<file path="config.mk">
export PLATFORM = sky130hd
export DESIGN_NAME = mem_port_arbiter_flat
export DESIGN_NICKNAME = d
export VERILOG_FILES = /design/src/rtl/mem_arb_pkg.sv /design/src/rtl/mem_port_arbiter_if.sv /design/src/rtl/mem_arb_rd_tracker.sv /design/src/rtl/mem_port_arbiter.sv /design/src/flat_wrapper.sv
export SDC_FILE = /design/constraint.sdc
export NUM_CORES = 1
export LEC_CHECK = 0
export CAP_MARGIN = 10
export CORE_AREA = 4 4 59 61
export CTS_CLUSTER_DIAMETER = 50
export DETAILED_ROUTE_END_ITERATION = 8
export DIE_AREA = 0 0 63 65
export DONT_BUFFER_PORTS = 1
export PLACE_DENSITY = 0.55
export RECOVER_POWER = 25
export SYNTH_ARGS = -nofsm -noshare
export SYNTH_HDL_FRONTEND = slang
export SYNTH_SLANG_ARGS = --single-unit
export TNS_END_PERCENT = 50
</file>
<file path="constraint.sdc">
create_clock -name CLK -period 5.4 [get_ports CLK]
set_clock_uncertainty 0.15 [all_clocks]
set_input_delay 0.27 -clock CLK [delete_from_list [all_inputs] [get_ports CLK]]
set_output_delay 0.27 -clock CLK [all_outputs]
set_load 0.03 [all_outputs]
</file>
<file path="src/rtl/mem_arb_pkg.sv">
// Shared encodings and default widths for the unified-memory arbiter and the datapath memory mux.
package mem_arb_pkg;

  localparam int unsigned DEF_ADDR_W = 16;
  localparam int unsigned DEF_DATA_W = 16;

  typedef enum logic {
    IDLE    = 1'b0,
    RD_WAIT = 1'b1
  } arb_state_t;

  typedef enum logic {
    OWN_CPU = 1'b0,
    OWN_DMA = 1'b1
  } owner_t;

endpackage

</file>
<file path="src/rtl/mem_port_arbiter_if.sv">
// CPU, DMA and memory-macro signals of the arbiter; master = requesters and memory, slave = arbiter.
interface mem_port_arbiter_if
  import mem_arb_pkg::*;
#(
  parameter int unsigned ADDR_W = DEF_ADDR_W,
  parameter int unsigned DATA_W = DEF_DATA_W
);
  logic              cpu_req;
  logic              cpu_we;
  logic [ADDR_W-1:0] cpu_addr;
  logic [DATA_W-1:0] cpu_wdata;
  logic              cpu_gnt;
  logic              cpu_rvalid;
  logic [DATA_W-1:0] cpu_rdata;

  logic              dma_req;
  logic              dma_we;
  logic [ADDR_W-1:0] dma_addr;
  logic [DATA_W-1:0] dma_wdata;
  logic              dma_gnt;
  logic              dma_rvalid;
  logic [DATA_W-1:0] dma_rdata;

  logic              mem_en;
  logic              mem_we;
  logic [ADDR_W-1:0] mem_addr;
  logic [DATA_W-1:0] mem_wdata;
  logic [DATA_W-1:0] mem_rdata;

  logic              busy;

  modport master (
    output cpu_req, cpu_we, cpu_addr, cpu_wdata,
    input  cpu_gnt, cpu_rvalid, cpu_rdata,
    output dma_req, dma_we, dma_addr, dma_wdata,
    input  dma_gnt, dma_rvalid, dma_rdata,
    input  mem_en, mem_we, mem_addr, mem_wdata,
    output mem_rdata,
    input  busy
  );

  modport slave (
    input  cpu_req, cpu_we, cpu_addr, cpu_wdata,
    output cpu_gnt, cpu_rvalid, cpu_rdata,
    input  dma_req, dma_we, dma_addr, dma_wdata,
    output dma_gnt, dma_rvalid, dma_rdata,
    output mem_en, mem_we, mem_addr, mem_wdata,
    input  mem_rdata,
    output busy
  );

endinterface

</file>
<file path="src/rtl/mem_arb_rd_tracker.sv">
// Read-latency tracker: counts MEM_LAT cycles per issued read and steers mem_rdata to the owning port.
// arb_open is high in IDLE and on the final latency cycle, so a new access may overlap the read return.
module mem_arb_rd_tracker
  import mem_arb_pkg::*;
#(
  parameter int unsigned DATA_W  = DEF_DATA_W,
  parameter int unsigned MEM_LAT = 1
) (
  input  logic              CLK,
  input  logic              Reset,
  input  logic              rd_issue,
  input  owner_t            rd_owner,
  input  logic [DATA_W-1:0] mem_rdata,
  output logic              arb_open,
  output logic              busy,
  output logic              cpu_rvalid,
  output logic [DATA_W-1:0] cpu_rdata,
  output logic              dma_rvalid,
  output logic [DATA_W-1:0] dma_rdata
);

  arb_state_t state_q, state_d;
  logic [2:0] lat_q, lat_d;
  owner_t     own_q, own_d;
  logic       rd_last;

  assign rd_last = (state_q == RD_WAIT) && (lat_q == 3'd1);

  always_ff @(posedge CLK or posedge Reset) begin
    if (Reset) begin
      state_q <= IDLE;
      lat_q   <= 3'd0;
      own_q   <= OWN_CPU;
    end else begin
      state_q <= state_d;
      lat_q   <= lat_d;
      own_q   <= own_d;
    end
  end

  always_comb begin
    state_d = state_q;
    lat_d   = lat_q;
    own_d   = own_q;
    case (state_q)
      IDLE: begin
        if (rd_issue) begin
          state_d = RD_WAIT;
          lat_d   = 3'(MEM_LAT);
          own_d   = rd_owner;
        end
      end
      RD_WAIT: begin
        lat_d = lat_q - 3'd1;
        if (rd_last) begin
          // Final cycle doubles as an arbitration slot: reload on a new read
          if (rd_issue) begin
            lat_d = 3'(MEM_LAT);
            own_d = rd_owner;
          end else begin
            state_d = IDLE;
            lat_d   = 3'd0;
          end
        end
      end
      default: begin
        state_d = IDLE;
        lat_d   = 3'd0;
      end
    endcase
  end

  assign arb_open   = (state_q == IDLE) || rd_last;
  assign busy       = (state_q == RD_WAIT);
  assign cpu_rvalid = rd_last && (own_q == OWN_CPU);
  assign dma_rvalid = rd_last && (own_q == OWN_DMA);
  assign cpu_rdata  = cpu_rvalid ? mem_rdata : '0;
  assign dma_rdata  = dma_rvalid ? mem_rdata : '0;

endmodule

</file>
<file path="src/rtl/mem_port_arbiter.sv">
// CPU-priority arbiter for the single-port unified memory; grant and access issue in the same cycle, reads return MEM_LAT later.
// Losing/blocked requester holds req until its gnt; `MEM_ARB_STARVE_EN forces a DMA win after STARVE_LIM wait cycles.
module mem_port_arbiter
  import mem_arb_pkg::*;
#(
  parameter int unsigned ADDR_W     = DEF_ADDR_W,
  parameter int unsigned DATA_W     = DEF_DATA_W,
  parameter int unsigned MEM_LAT    = 1,
  parameter int unsigned STARVE_LIM = 8
) (
  input logic               CLK,
  input logic               Reset,
  mem_port_arbiter_if.slave bus
);

  logic              arb_open;
  logic              grant_ok;
  logic              cpu_win;
  logic              dma_win;
  logic              dma_force;
  logic              rd_issue;
  owner_t            rd_owner;
  logic              sel_we;
  logic [ADDR_W-1:0] sel_addr;
  logic [DATA_W-1:0] sel_wdata;

  if (MEM_LAT < 1 || MEM_LAT > 4 || STARVE_LIM < 1) begin : g_param_chk
    $error("mem_port_arbiter: MEM_LAT must be 1..4 and STARVE_LIM at least 1");
  end

`ifdef MEM_ARB_STARVE_EN
  localparam int unsigned WAIT_W = $clog2(STARVE_LIM + 1);
  logic [WAIT_W-1:0] wait_q;

  always_ff @(posedge CLK or posedge Reset) begin
    if (Reset) begin
      wait_q <= '0;
    end else if (!bus.dma_req || dma_win) begin
      wait_q <= '0;
    end else if (wait_q != WAIT_W'(STARVE_LIM)) begin
      wait_q <= wait_q + 1'b1;
    end
  end

  assign dma_force = bus.dma_req && (wait_q == WAIT_W'(STARVE_LIM));
`else
  assign dma_force = 1'b0;
`endif

  // Grants are masked during reset so every output is quiet while Reset is high
  assign grant_ok = arb_open & ~Reset;
  assign cpu_win  = grant_ok & bus.cpu_req & ~dma_force;
  assign dma_win  = grant_ok & bus.dma_req & ~cpu_win;

  always_comb begin
    sel_we    = 1'b0;
    sel_addr  = '0;
    sel_wdata = '0;
    if (cpu_win) begin
      sel_we    = bus.cpu_we;
      sel_addr  = bus.cpu_addr;
      sel_wdata = bus.cpu_wdata;
    end else if (dma_win) begin
      sel_we    = bus.dma_we;
      sel_addr  = bus.dma_addr;
      sel_wdata = bus.dma_wdata;
    end
  end

  assign bus.cpu_gnt   = cpu_win;
  assign bus.dma_gnt   = dma_win;
  assign bus.mem_en    = cpu_win | dma_win;
  assign bus.mem_we    = sel_we;
  assign bus.mem_addr  = sel_addr;
  assign bus.mem_wdata = sel_wdata;

  assign rd_issue = (cpu_win | dma_win) & ~sel_we;
  assign rd_owner = dma_win ? OWN_DMA : OWN_CPU;

  mem_arb_rd_tracker #(
    .DATA_W  (DATA_W),
    .MEM_LAT (MEM_LAT)
  ) u_rd_tracker (
    .CLK        (CLK),
    .Reset      (Reset),
    .rd_issue   (rd_issue),
    .rd_owner   (rd_owner),
    .mem_rdata  (bus.mem_rdata),
    .arb_open   (arb_open),
    .busy       (bus.busy),
    .cpu_rvalid (bus.cpu_rvalid),
    .cpu_rdata  (bus.cpu_rdata),
    .dma_rvalid (bus.dma_rvalid),
    .dma_rdata  (bus.dma_rdata)
  );

endmodule

</file>
<file path="src/flat_wrapper.sv">
// flat-port wrapper written by rule: the top's interface ports become plain ports
module mem_port_arbiter_flat import mem_arb_pkg::*;
#(
  parameter int unsigned ADDR_W     = DEF_ADDR_W,
  parameter int unsigned DATA_W     = DEF_DATA_W,
  parameter int unsigned MEM_LAT    = 1,
  parameter int unsigned STARVE_LIM = 8
)
  (CLK, Reset, bus_cpu_req, bus_cpu_we, bus_cpu_addr, bus_cpu_wdata, bus_cpu_gnt, bus_cpu_rvalid, bus_cpu_rdata, bus_dma_req, bus_dma_we, bus_dma_addr, bus_dma_wdata, bus_dma_gnt, bus_dma_rvalid, bus_dma_rdata, bus_mem_en, bus_mem_we, bus_mem_addr, bus_mem_wdata, bus_mem_rdata, bus_busy);
  mem_port_arbiter_if #(.ADDR_W(ADDR_W), .DATA_W(DATA_W)) bus_i ();
  input logic CLK;
  input logic Reset;
  input wire logic [$bits(bus_i.cpu_req)-1:0] bus_cpu_req;
  input wire logic [$bits(bus_i.cpu_we)-1:0] bus_cpu_we;
  input wire logic [$bits(bus_i.cpu_addr)-1:0] bus_cpu_addr;
  input wire logic [$bits(bus_i.cpu_wdata)-1:0] bus_cpu_wdata;
  output wire logic [$bits(bus_i.cpu_gnt)-1:0] bus_cpu_gnt;
  output wire logic [$bits(bus_i.cpu_rvalid)-1:0] bus_cpu_rvalid;
  output wire logic [$bits(bus_i.cpu_rdata)-1:0] bus_cpu_rdata;
  input wire logic [$bits(bus_i.dma_req)-1:0] bus_dma_req;
  input wire logic [$bits(bus_i.dma_we)-1:0] bus_dma_we;
  input wire logic [$bits(bus_i.dma_addr)-1:0] bus_dma_addr;
  input wire logic [$bits(bus_i.dma_wdata)-1:0] bus_dma_wdata;
  output wire logic [$bits(bus_i.dma_gnt)-1:0] bus_dma_gnt;
  output wire logic [$bits(bus_i.dma_rvalid)-1:0] bus_dma_rvalid;
  output wire logic [$bits(bus_i.dma_rdata)-1:0] bus_dma_rdata;
  output wire logic [$bits(bus_i.mem_en)-1:0] bus_mem_en;
  output wire logic [$bits(bus_i.mem_we)-1:0] bus_mem_we;
  output wire logic [$bits(bus_i.mem_addr)-1:0] bus_mem_addr;
  output wire logic [$bits(bus_i.mem_wdata)-1:0] bus_mem_wdata;
  input wire logic [$bits(bus_i.mem_rdata)-1:0] bus_mem_rdata;
  output wire logic [$bits(bus_i.busy)-1:0] bus_busy;
  assign bus_i.cpu_req = bus_cpu_req;
  assign bus_i.cpu_we = bus_cpu_we;
  assign bus_i.cpu_addr = bus_cpu_addr;
  assign bus_i.cpu_wdata = bus_cpu_wdata;
  assign bus_cpu_gnt = bus_i.cpu_gnt;
  assign bus_cpu_rvalid = bus_i.cpu_rvalid;
  assign bus_cpu_rdata = bus_i.cpu_rdata;
  assign bus_i.dma_req = bus_dma_req;
  assign bus_i.dma_we = bus_dma_we;
  assign bus_i.dma_addr = bus_dma_addr;
  assign bus_i.dma_wdata = bus_dma_wdata;
  assign bus_dma_gnt = bus_i.dma_gnt;
  assign bus_dma_rvalid = bus_i.dma_rvalid;
  assign bus_dma_rdata = bus_i.dma_rdata;
  assign bus_mem_en = bus_i.mem_en;
  assign bus_mem_we = bus_i.mem_we;
  assign bus_mem_addr = bus_i.mem_addr;
  assign bus_mem_wdata = bus_i.mem_wdata;
  assign bus_i.mem_rdata = bus_mem_rdata;
  assign bus_busy = bus_i.busy;
  mem_port_arbiter #(.ADDR_W(ADDR_W), .DATA_W(DATA_W), .MEM_LAT(MEM_LAT), .STARVE_LIM(STARVE_LIM)) u_core (.CLK(CLK), .Reset(Reset), .bus(bus_i));
endmodule
</file>
==> results of run 1 <==
## through the flow
stage | power [mW] | instances | worst slack (ns)
final | 0.4425 | 140 | 1.676
after global routing | 0.4731 | 140 | 1.248
after CTS | 0.4635 | 140 | 2.394
after detailed placement | 0.4190 | 135 | 2.656
after global placement | 0.4128 | 135 | 2.731
after floorplan | 0.3956 | 111 | 2.952
## cells by family after synthesis
kind of cell,share of synthesized area
adder cells (fa/ha/maj),0.02695
AND/OR/NAND/NOR,0.3100
flip-flops,0.1348
buffers and inverters,0.1051
AO/OA/AOI/OAI,0.4232
## critical path, delay by kind of cell (launching register included)
family	cells	cell delay, ns
AOI/OAI and AO/OA	2	1.00
DFF	1	0.37
buffers and inverters	2	1.29
adders and majority gates	1	0.18
and+or+nand+nor	1	0.20
## layer usage
metal | vias to the layer above | global-route usage | share of wire
met5 | - | 0 | 0
met4 | 0 | 0.05510 | 0.0071
met3 | 4 | 0.05199 | 0.097
met2 | 55 | 0.2648 | 0.55
met1 | 444 | 0.1541 | 0.34
li1 | 403 | - | -
## final timing paths
kind                                               from                            to  slack, ns
max                        u_core.u_rd_tracker.lat_q[1]             bus_mem_wdata[10]       1.68
min                                               Reset      u_core.u_rd_tracker.busy       0.11
max reg2reg                    u_core.u_rd_tracker.busy  u_core.u_rd_tracker.lat_q[2]       3.84
min reg2reg                u_core.u_rd_tracker.lat_q[1]  u_core.u_rd_tracker.lat_q[1]       0.35
max in group asynchronous                         Reset     u_core.u_rd_tracker.own_q       4.70
min in group asynchronous                         Reset      u_core.u_rd_tracker.busy       0.24
## power groups by stage
stage,Sequential (mW),Combinational [mW],Clock (mW)
2_1_floorplan,0.0679,0.328,0
3_3_place_gp,0.0820,0.331,0
3_5_place_dp,0.0830,0.336,0
4_1_cts,0.0829,0.337,0.0435
5_1_grt,0.0827,0.342,0.0479
6_report,0.0794,0.321,0.0416
## sequential cells by signal (all words and copies together) (netlist names)
name                       flops
u_core.u_rd_tracker.busy       1
u_core.u_rd_tracker.own_q      1
u_core.u_rd_tracker.lat_q      3
## cell type report
cell class              count  area [um2]
inverters                   5       18.77
fillers                   319        2062
multi-input cells          90       686.9
well taps                  33       41.29
repair buffers              3       17.52
flip-flops and latches      5       125.1
clock buffers               4       26.28
## Yosys cell counts
| library cell | n |
|---|---|
| a221oi_1 | 1 |
| nor2_1 | 1 |
| buf_6 | 4 |
| nand2_1 | 5 |
| o2bb2ai_1 | 2 |
| clkbuf_1 | 3 |
| nand2b_4 | 1 |
| nor3b_1 | 2 |
| or4bb_1 | 1 |
| o21ai_0 | 1 |
| o21bai_1 | 1 |
| buf_2 | 3 |
| a21o_1 | 1 |
| buf_4 | 1 |
| a211oi_2 | 1 |
| ha_1 | 2 |
| and2_1 | 32 |
| a22o_1 | 34 |
| nor4b_2 | 1 |
| a32oi_1 | 1 |
| inv_1 | 5 |
| dfrtp_1 | 5 |
| a2111oi_4 | 1 |
| nor3_1 | 2 |
==> metrics.cfg, run 1 <==
[drt]
vias = 906
drt_pass1_iterations = 6
drt-total-wl_um = 3506
antenna_left = 0
drtIter0Drc = 16
drc = 0
post_drt_wl_per_cell_um = 25.04
vias_per_cell = 6.471

[floorplan]
rows = 20
io_pins = 157
core_area_um2 = 2978
die_w_um = 63
fp.dieH_um = 65
initial_core_util = 0.3118
die-area_um2 = 4095

[clock_network]
clk_pin_slew_ns = 0.04
h-tree-depth = 1
ctsHoldBuffers = 1
cts_buffers = 3
clk_latency_ns = 0.24
cts_resized = 0
clock-sinks = 5
clock_path_buffers = 2
postCtsSetupBuffers = 0
cts_tree = built
root_buffer = clkbuf_4

[yosys]
synthTopCellsByArea = a22o_1 32%, and2_1 22%, dfrtp_1 13%, buf_6 4.9%, a2111oi_4 3.0%
seq_area_frac_synth = 0.1348
synth_fp_nets = 199
ys_seq_elements = 5
netlist_area_um2 = 928.4
yosysTopAreaCellShare = 0.3208
yosys.area.top_type = a22o_1
synth_warnings = 0
syn_area_per_cell_um2 = 8.364
synth_cell_types = 24
synthCells = 111

[pwr]
sequentialPowerShare = 0.179
pwr_density_cell_nw_per_um2 = 483.1
switching_share = 0.6470
p_leak_nw = 0.3883
combPwrFrac = 0.726
cellInternalPower_mw = 0.1562
peakVddDrop_uv = 160.2
p_sw_mw = 0.2863
pwr-share-clk = 0.094

[grt]
grt_max_degree = 35
grt_usage = 0.1461
overflow = 0
grt_pass1_vias = 918
antenna_found_initial = 0
grt_pass1_wl_um = 4774

[placed_design]
place_congestion = 0.6699
port_buffers = 0
postPlaceCellArea_um2 = 923.4
dpl.hpwl_um = 3026

[cells_and_area]
layout_common_cells = 34 x a22o_1, 32 x and2_1, 5 x nand2_1, 5 x inv_1, 5 x dfrtp_1
mostFrequentLayoutCell = a22o_1
final_area_um2 = 915.9
post-route-util = 0.3076
area_delta_synth_final_pct = -1.348
diodes = 0
drive_gt1_frac = 0.04673
final_nets = 196

[timing]
relSlewSlack = -0.3314
fmax_mhz = 268.5
holdWs_ns = 0.1106
min_period_ns = 3.724
finalCritPeriodShare = 0.6897
tightest_slew_ns = 1.982
hold_viol = 0
drv_slew = 102
setup_tns_ns = 0
setup_viol = 0
rsz0062_at_grt = no

[setup_path]
worst-setup-path-type = flip-flop to primary output
cp.arrival_ns = 3.30
cpPeakStageDelay_ns = 1.21
crit_chain = inv_1 > ha_1 > nand2b_1 > a2111oi_0 > clkbuf_1 > a22o_1
reg2reg_depth = 3
crit_path_max_fanout = 34
cpMaxStageDelayCell = clkbuf_1
endpoint_kind = primary output
worstSetupStartpointType = flip-flop
critPathRequiredTime_ns = 4.98

[min_path]
whs_path_depth = 3
holdCritPathClass = primary input to flip-flop

[run_status]
status = finished, violations left
violations = capacitance limit, slew limit

[flow_run]
drv_cap = 4

Note: power is estimated with default switching activity, not from simulation.
==> run 2: changes to the inputs <==
==> constraint.sdc (replaced) <==
create_clock -name CLK -period 3.8 [get_ports CLK]
set_clock_uncertainty 0.15 [all_clocks]
set_input_delay 0.19 -clock CLK [delete_from_list [all_inputs] [get_ports CLK]]
set_output_delay 0.19 -clock CLK [all_outputs]
set_load 0.03 [all_outputs]
==> metrics.cfg, run 2 (synthesis gave the netlist of run 1 again) <==
[pwr]
p_leak_nw = 0.4102  ; +5.6%
peakVddDrop_uv = 327.5  ; +100%
power_mw = 0.6558  ; +48%
pwr_density_cell_nw_per_um2 = 664.3  ; +38%

[clock_network]
h-tree-depth = 1  ; unchanged
cts_resized = 0  ; unchanged
cts_buffers = 3  ; unchanged
clock-sinks = 5  ; unchanged
clk_pin_slew_ns = 0.04  ; about the same
postCtsSetupBuffers = 0  ; unchanged
clock_path_buffers = 2  ; unchanged
ctsHoldBuffers = 1  ; unchanged
clk_latency_ns = 0.24  ; about the same
cts_tree = built
root_buffer = clkbuf_4

[drt]
drt_pass1_iterations = 4  ; -2
vias = 932  ; +2.9%
post_drt_wl_per_cell_um = 24.27  ; -3.1%
vias_per_cell = 6.517  ; +0.71%
drt-total-wl_um = 3471  ; -1.0%
antenna_left = 0  ; unchanged
drtIter0Drc = 28  ; +12
drc = 0  ; unchanged

[setup_path]
cp.arrival_ns = 2.51  ; -0.79 ns
endpoint_kind = primary output
crit_path_max_fanout = 17  ; -50%
startpoint = u_core.u_rd_tracker.busy
critPathRequiredTime_ns = 3.46  ; -1.52 ns
worst-setup-path-type = flip-flop to primary output
reg2reg_from = u_core.u_rd_tracker.busy
worstSetupStartpointType = flip-flop

[grt]
antenna_found_initial = 0  ; unchanged
grt_max_degree = 35  ; unchanged
grt_usage = 0.1427  ; -0.003355
grt_pass1_wl_um = 4671  ; -2.2%
overflow = 0  ; unchanged
grt_pass1_vias = 881  ; -4.0%

[cells_and_area]
fillers = 301  ; -5.6%
post-route-util = 0.3315  ; +0.02395
mostFrequentLayoutCell = a22o_1
largest_reg_flops = 3  ; unchanged
final_nets = 199  ; +1.5%
area_delta_synth_final_pct = 6.334
fin_cells = 143  ; +2.1%
drive_gt1_frac = 0.1000  ; +0.05327
regMostFlops = u_core.u_rd_tracker.lat_q
diodes = 0  ; unchanged
final_area_um2 = 987.2  ; +7.8%
layout_common_cells = 34 x a22o_1, 26 x and2_1, 6 x and2_0

[timing]
holdWs_ns = 0.05020  ; -0.06043 ns
setup_tns_ns = 0  ; unchanged
relSlewSlack = 0.3887  ; +0.7201
setup_viol = 0  ; unchanged
min_period_ns = 2.849
finalCritPeriodShare = 0.7496
drv_slew = 0  ; -100%
hold_viol = 0  ; unchanged
fmax_mhz = 351.1
layout_setup_ws_ns = 0.9514  ; -0.7245 ns
tightest_slew_ns = 1.071  ; -0.9110 ns
rsz0062_at_grt = no

[placed_design]
port_buffers = 0  ; unchanged
postPlaceCellArea_um2 = 938.4  ; +1.6%
dpl.hpwl_um = 2996  ; -0.99%
dpl_worst_slack_ns = 1.166  ; -1.490 ns
place_congestion = 0.7503  ; +12%
place_inst = 137  ; +1.5%

[floorplan]
initial_core_util = 0.3118  ; unchanged
die_w_um = 63  ; unchanged
die-area_um2 = 4095  ; unchanged
core_area_um2 = 2978  ; unchanged
rows = 20  ; unchanged
io_pins = 157  ; unchanged
fp.dieH_um = 65  ; unchanged

[min_path]
hp-start = Reset
holdCritPathClass = primary input to flip-flop

[run_status]
status = complete, no violations

[flow_run]
drv_cap = 0  ; -4

run 2: power by group:
| group | internal, mW | total (mW) | switching (mW) | leakage, nW |
|---|---|---|---|---|
| sequential | 0.0743 | 0.116 | 0.0419 | 0.0628 |
| clock | 0.0396 | 0.0597 | 0.0201 | 0.0150 |
| combinational | 0.122 | 0.480 | 0.358 | 0.332 |
run 2: cell type report:
cell class / instances / area (um2) / area share
multi-input combinational: 90 / 715.7 / 0.7250
sequential: 5 / 125.1 / 0.1267
timing repair buffer: 6 / 60.06 / 0.06084
tap: 33 / 41.29 / 0.04183
clock buffer: 4 / 26.28 / 0.02662
inverter: 5 / 18.77 / 0.01901
run 2: worst max-delay path: stages, from the launching register on:
cell,delay (ns)
dfrtp_1,0.76
nand2_1,0.22
nor3_2,0.14
clkbuf_1,0.64
and2_0,0.50
run 2: per-layer routing:
metal	vias to the layer above	share of wire	GRT usage
met1	464	0.35	0.1759
met4	0	0.0029	0.04959
li1	409	-	-
met3	2	0.090	0.03466
met5	-	0	0
met2	57	0.56	0.2411
run 2: final timing paths:
path	end	slack, ns	depth (start not counted)
min in group asynchronous	u_core.u_rd_tracker.lat_q[1]	0.14	2
max	bus_cpu_rdata[0]	0.95	4
min	u_core.u_rd_tracker.busy	0.05	3
min reg2reg	u_core.u_rd_tracker.lat_q[1]	0.35	1
max reg2reg	u_core.u_rd_tracker.lat_q[2]	2.19	3
max in group asynchronous	u_core.u_rd_tracker.busy	3.19	2
==> run 3: changes to the inputs <==
--- a/config.mk
+++ b/config.mk
@@ -11,7 +11,7 @@
 export DETAILED_ROUTE_END_ITERATION = 8
 export DIE_AREA = 0 0 63 65
 export DONT_BUFFER_PORTS = 1
-export PLACE_DENSITY = 0.55
+export PLACE_DENSITY = 0.57
 export RECOVER_POWER = 25
 export SYNTH_ARGS = -nofsm -noshare
 export SYNTH_HDL_FRONTEND = slang
==> constraint.sdc (replaced) <==
create_clock -name CLK -period 2.5 [get_ports CLK]
set_clock_uncertainty 0.15 [all_clocks]
set_input_delay 0.125 -clock CLK [delete_from_list [all_inputs] [get_ports CLK]]
set_output_delay 0.125 -clock CLK [all_outputs]
set_load 0.03 [all_outputs]
==> metrics.cfg, run 3 (synthesis gave the netlist of run 1 again) <==
[floorplan]
fp.dieH_um = 65  ; unchanged
core_area_um2 = 2978  ; unchanged
die_w_um = 63  ; unchanged
initial_core_util = 0.3118  ; unchanged
io_pins = 157  ; unchanged
rows = 20  ; unchanged
die-area_um2 = 4095  ; unchanged

[drt]
drt_pass1_iterations = 4  ; unchanged
drc = 0  ; unchanged
drt-total-wl_um = 3447  ; -0.69%
vias_per_cell = 6.544  ; +0.41%
drtIter0Drc = 23  ; -18%
antenna_left = 0  ; unchanged
post_drt_wl_per_cell_um = 23.45  ; -3.4%
vias = 962  ; +3.2%

[grt]
grt_pass1_vias = 912  ; +3.5%
antenna_found_initial = 0  ; unchanged
grt_usage = 0.1415  ; -0.001152
grt_max_degree = 35  ; unchanged
overflow = 0  ; unchanged
grt_pass1_wl_um = 4616  ; -1.2%

[placed_design]
place_congestion = 0.7230  ; -3.6%
place_inst = 140  ; +2.2%
dpl.hpwl_um = 2870  ; -4.2%
dpl_worst_slack_ns = 0.3135  ; -0.8521 ns
port_buffers = 0  ; unchanged

[setup_path]
cpMaxStageDelayCell = a2111oi_4
reg2reg_slack_ns = 0.92  ; -1.27 ns
endpoint_kind = primary output
path_buf_inv = 2  ; +1
crit_path_max_fanout = 34  ; +17
cp.arrival_ns = 2.10  ; -0.41 ns
critPathRequiredTime_ns = 2.23  ; -1.23 ns
crit_chain = inv_1 > ha_1 > nand2b_4 > a2111oi_4 > buf_8 > a22o_1
cpPeakStageDelay_ns = 0.40  ; -0.36 ns
worst-setup-path-type = flip-flop to primary output
crit_family = compound AO/OA/AOI/OAI gates
worstSetupStartpointType = flip-flop

[clock_network]
clk_latency_ns = 0.24  ; about the same
clock-sinks = 5  ; unchanged
cts_buffers = 3  ; unchanged
cts_tree = built
clock_path_buffers = 2  ; unchanged
root_buffer = clkbuf_4
clk_pin_slew_ns = 0.04  ; about the same
postCtsSetupBuffers = 0  ; unchanged
h-tree-depth = 1  ; unchanged

[cells_and_area]
area_delta_synth_final_pct = 9.704
regMostFlops = u_core.u_rd_tracker.lat_q
largest_reg_flops = 3  ; unchanged
mostFrequentLayoutCell = a22o_1
drive_gt1_frac = 0.1228  ; +0.02281
fin_cells = 147  ; +2.8%
diodes = 0  ; unchanged
final_nets = 203  ; +2.0%
layout_common_cells = 34 x a22o_1, 29 x and2_1, 5 x nand2_1, 5 x inv_1, 5 x dfrtp_1

[pwr]
p_sw_mw = 0.6464  ; +54%
combPwrFrac = 0.734  ; +0.002
peakVddDrop_uv = 473.4  ; +45%
cellInternalPower_mw = 0.3732  ; +58%
switching_share = 0.6339  ; -0.006664
pwr_density_cell_nw_per_um2 = 1001  ; +51%
sequentialPowerShare = 0.175  ; -0.002
p_leak_nw = 0.4364  ; +6.4%
pwr-share-clk = 0.091  ; about the same

[min_path]
holdCritPathClass = primary input to flip-flop

[timing]
hold_viol = 0  ; unchanged
layout_setup_ws_ns = 0.1252  ; -0.8262 ns
relSlewSlack = 0.4856  ; +0.09692
setup_viol = 0  ; unchanged
fmax_mhz = 421.1
min_period_ns = 2.375
drv_slew = 0  ; unchanged
tightest_slew_ns = 0.7609  ; -0.3100 ns
rsz0062_at_grt = no
setup_tns_ns = 0  ; unchanged
finalCritPeriodShare = 0.9499

[flow_run]
drv_cap = 0  ; unchanged

[run_status]
status = complete, no violations

-- run 3: per-stage QoR --
stage,utilization,hold slack [ns],total power [mW],area [um2]
3_5_place_dp,0.3227,-0.2253,0.9236,960.9
6_report,0.3420,0.01157,1.020,1018
4_1_cts,0.3416,0.002797,1.028,1017
3_3_place_gp,0.3227,-0.2277,0.9136,960.9
5_1_grt,0.3420,0.03966,1.079,1018
2_1_floorplan,-,-0.03565,0.8544,928.4
-- run 3: worst paths after layout --
kind | start | to | cells past startpoint
hold reg to reg | u_core.u_rd_tracker.lat_q[1] | u_core.u_rd_tracker.lat_q[1] | 1
hold / removal | bus_cpu_we | u_core.u_rd_tracker.busy | 3
setup reg to reg | u_core.u_rd_tracker.busy | u_core.u_rd_tracker.lat_q[2] | 3
min in group asynchronous | Reset | u_core.u_rd_tracker.lat_q[0] | 2
max in group asynchronous | Reset | u_core.u_rd_tracker.own_q | 2
setup / recovery | u_core.u_rd_tracker.lat_q[1] | bus_mem_addr[9] | 6
-- run 3: power by group through the flow --
stage | Sequential (mW) | Combinational [mW] | Clock (mW)
5_1_grt | 0.185 | 0.793 | 0.101
2_1_floorplan | 0.147 | 0.708 | 0
3_3_place_gp | 0.178 | 0.736 | 0
3_5_place_dp | 0.179 | 0.745 | 0
6_report | 0.179 | 0.748 | 0.0924
4_1_cts | 0.178 | 0.752 | 0.0981
-- run 3: cell type report --
cell class              count  area, um2
fillers                   304       1959
multi-input cells          90      716.9
flip-flops and latches      5      125.1
repair buffers             10      90.09
well taps                  33      41.29
clock buffers               4      26.28
inverters                   5      18.77
-- run 3: repair_timing --
item,CTS,global route
hold endpoints to repair,6,0
gates resized for setup,0,3
endpoints found under the setup margin,0,33
hold buffers,3,0
-- run 3: metal layers --
layer | wire [um] | track usage | part of all wire
met1 | 1121 | 0.1360 | 0.33
met3 | 458 | 0.02946 | 0.13
met5 | 0 | 0 | 0
met4 | 61 | 0.06061 | 0.018
met2 | 1805 | 0.2859 | 0.52
-- run 3: worst reg2reg max path: cells and delay by family, from the launching register on --
kind / cells / cell delay (ns)
DFF: 1 / 0.75
AOI/OAI and AO/OA: 2 / 0.18
and+or+nand+nor: 1 / 0.43
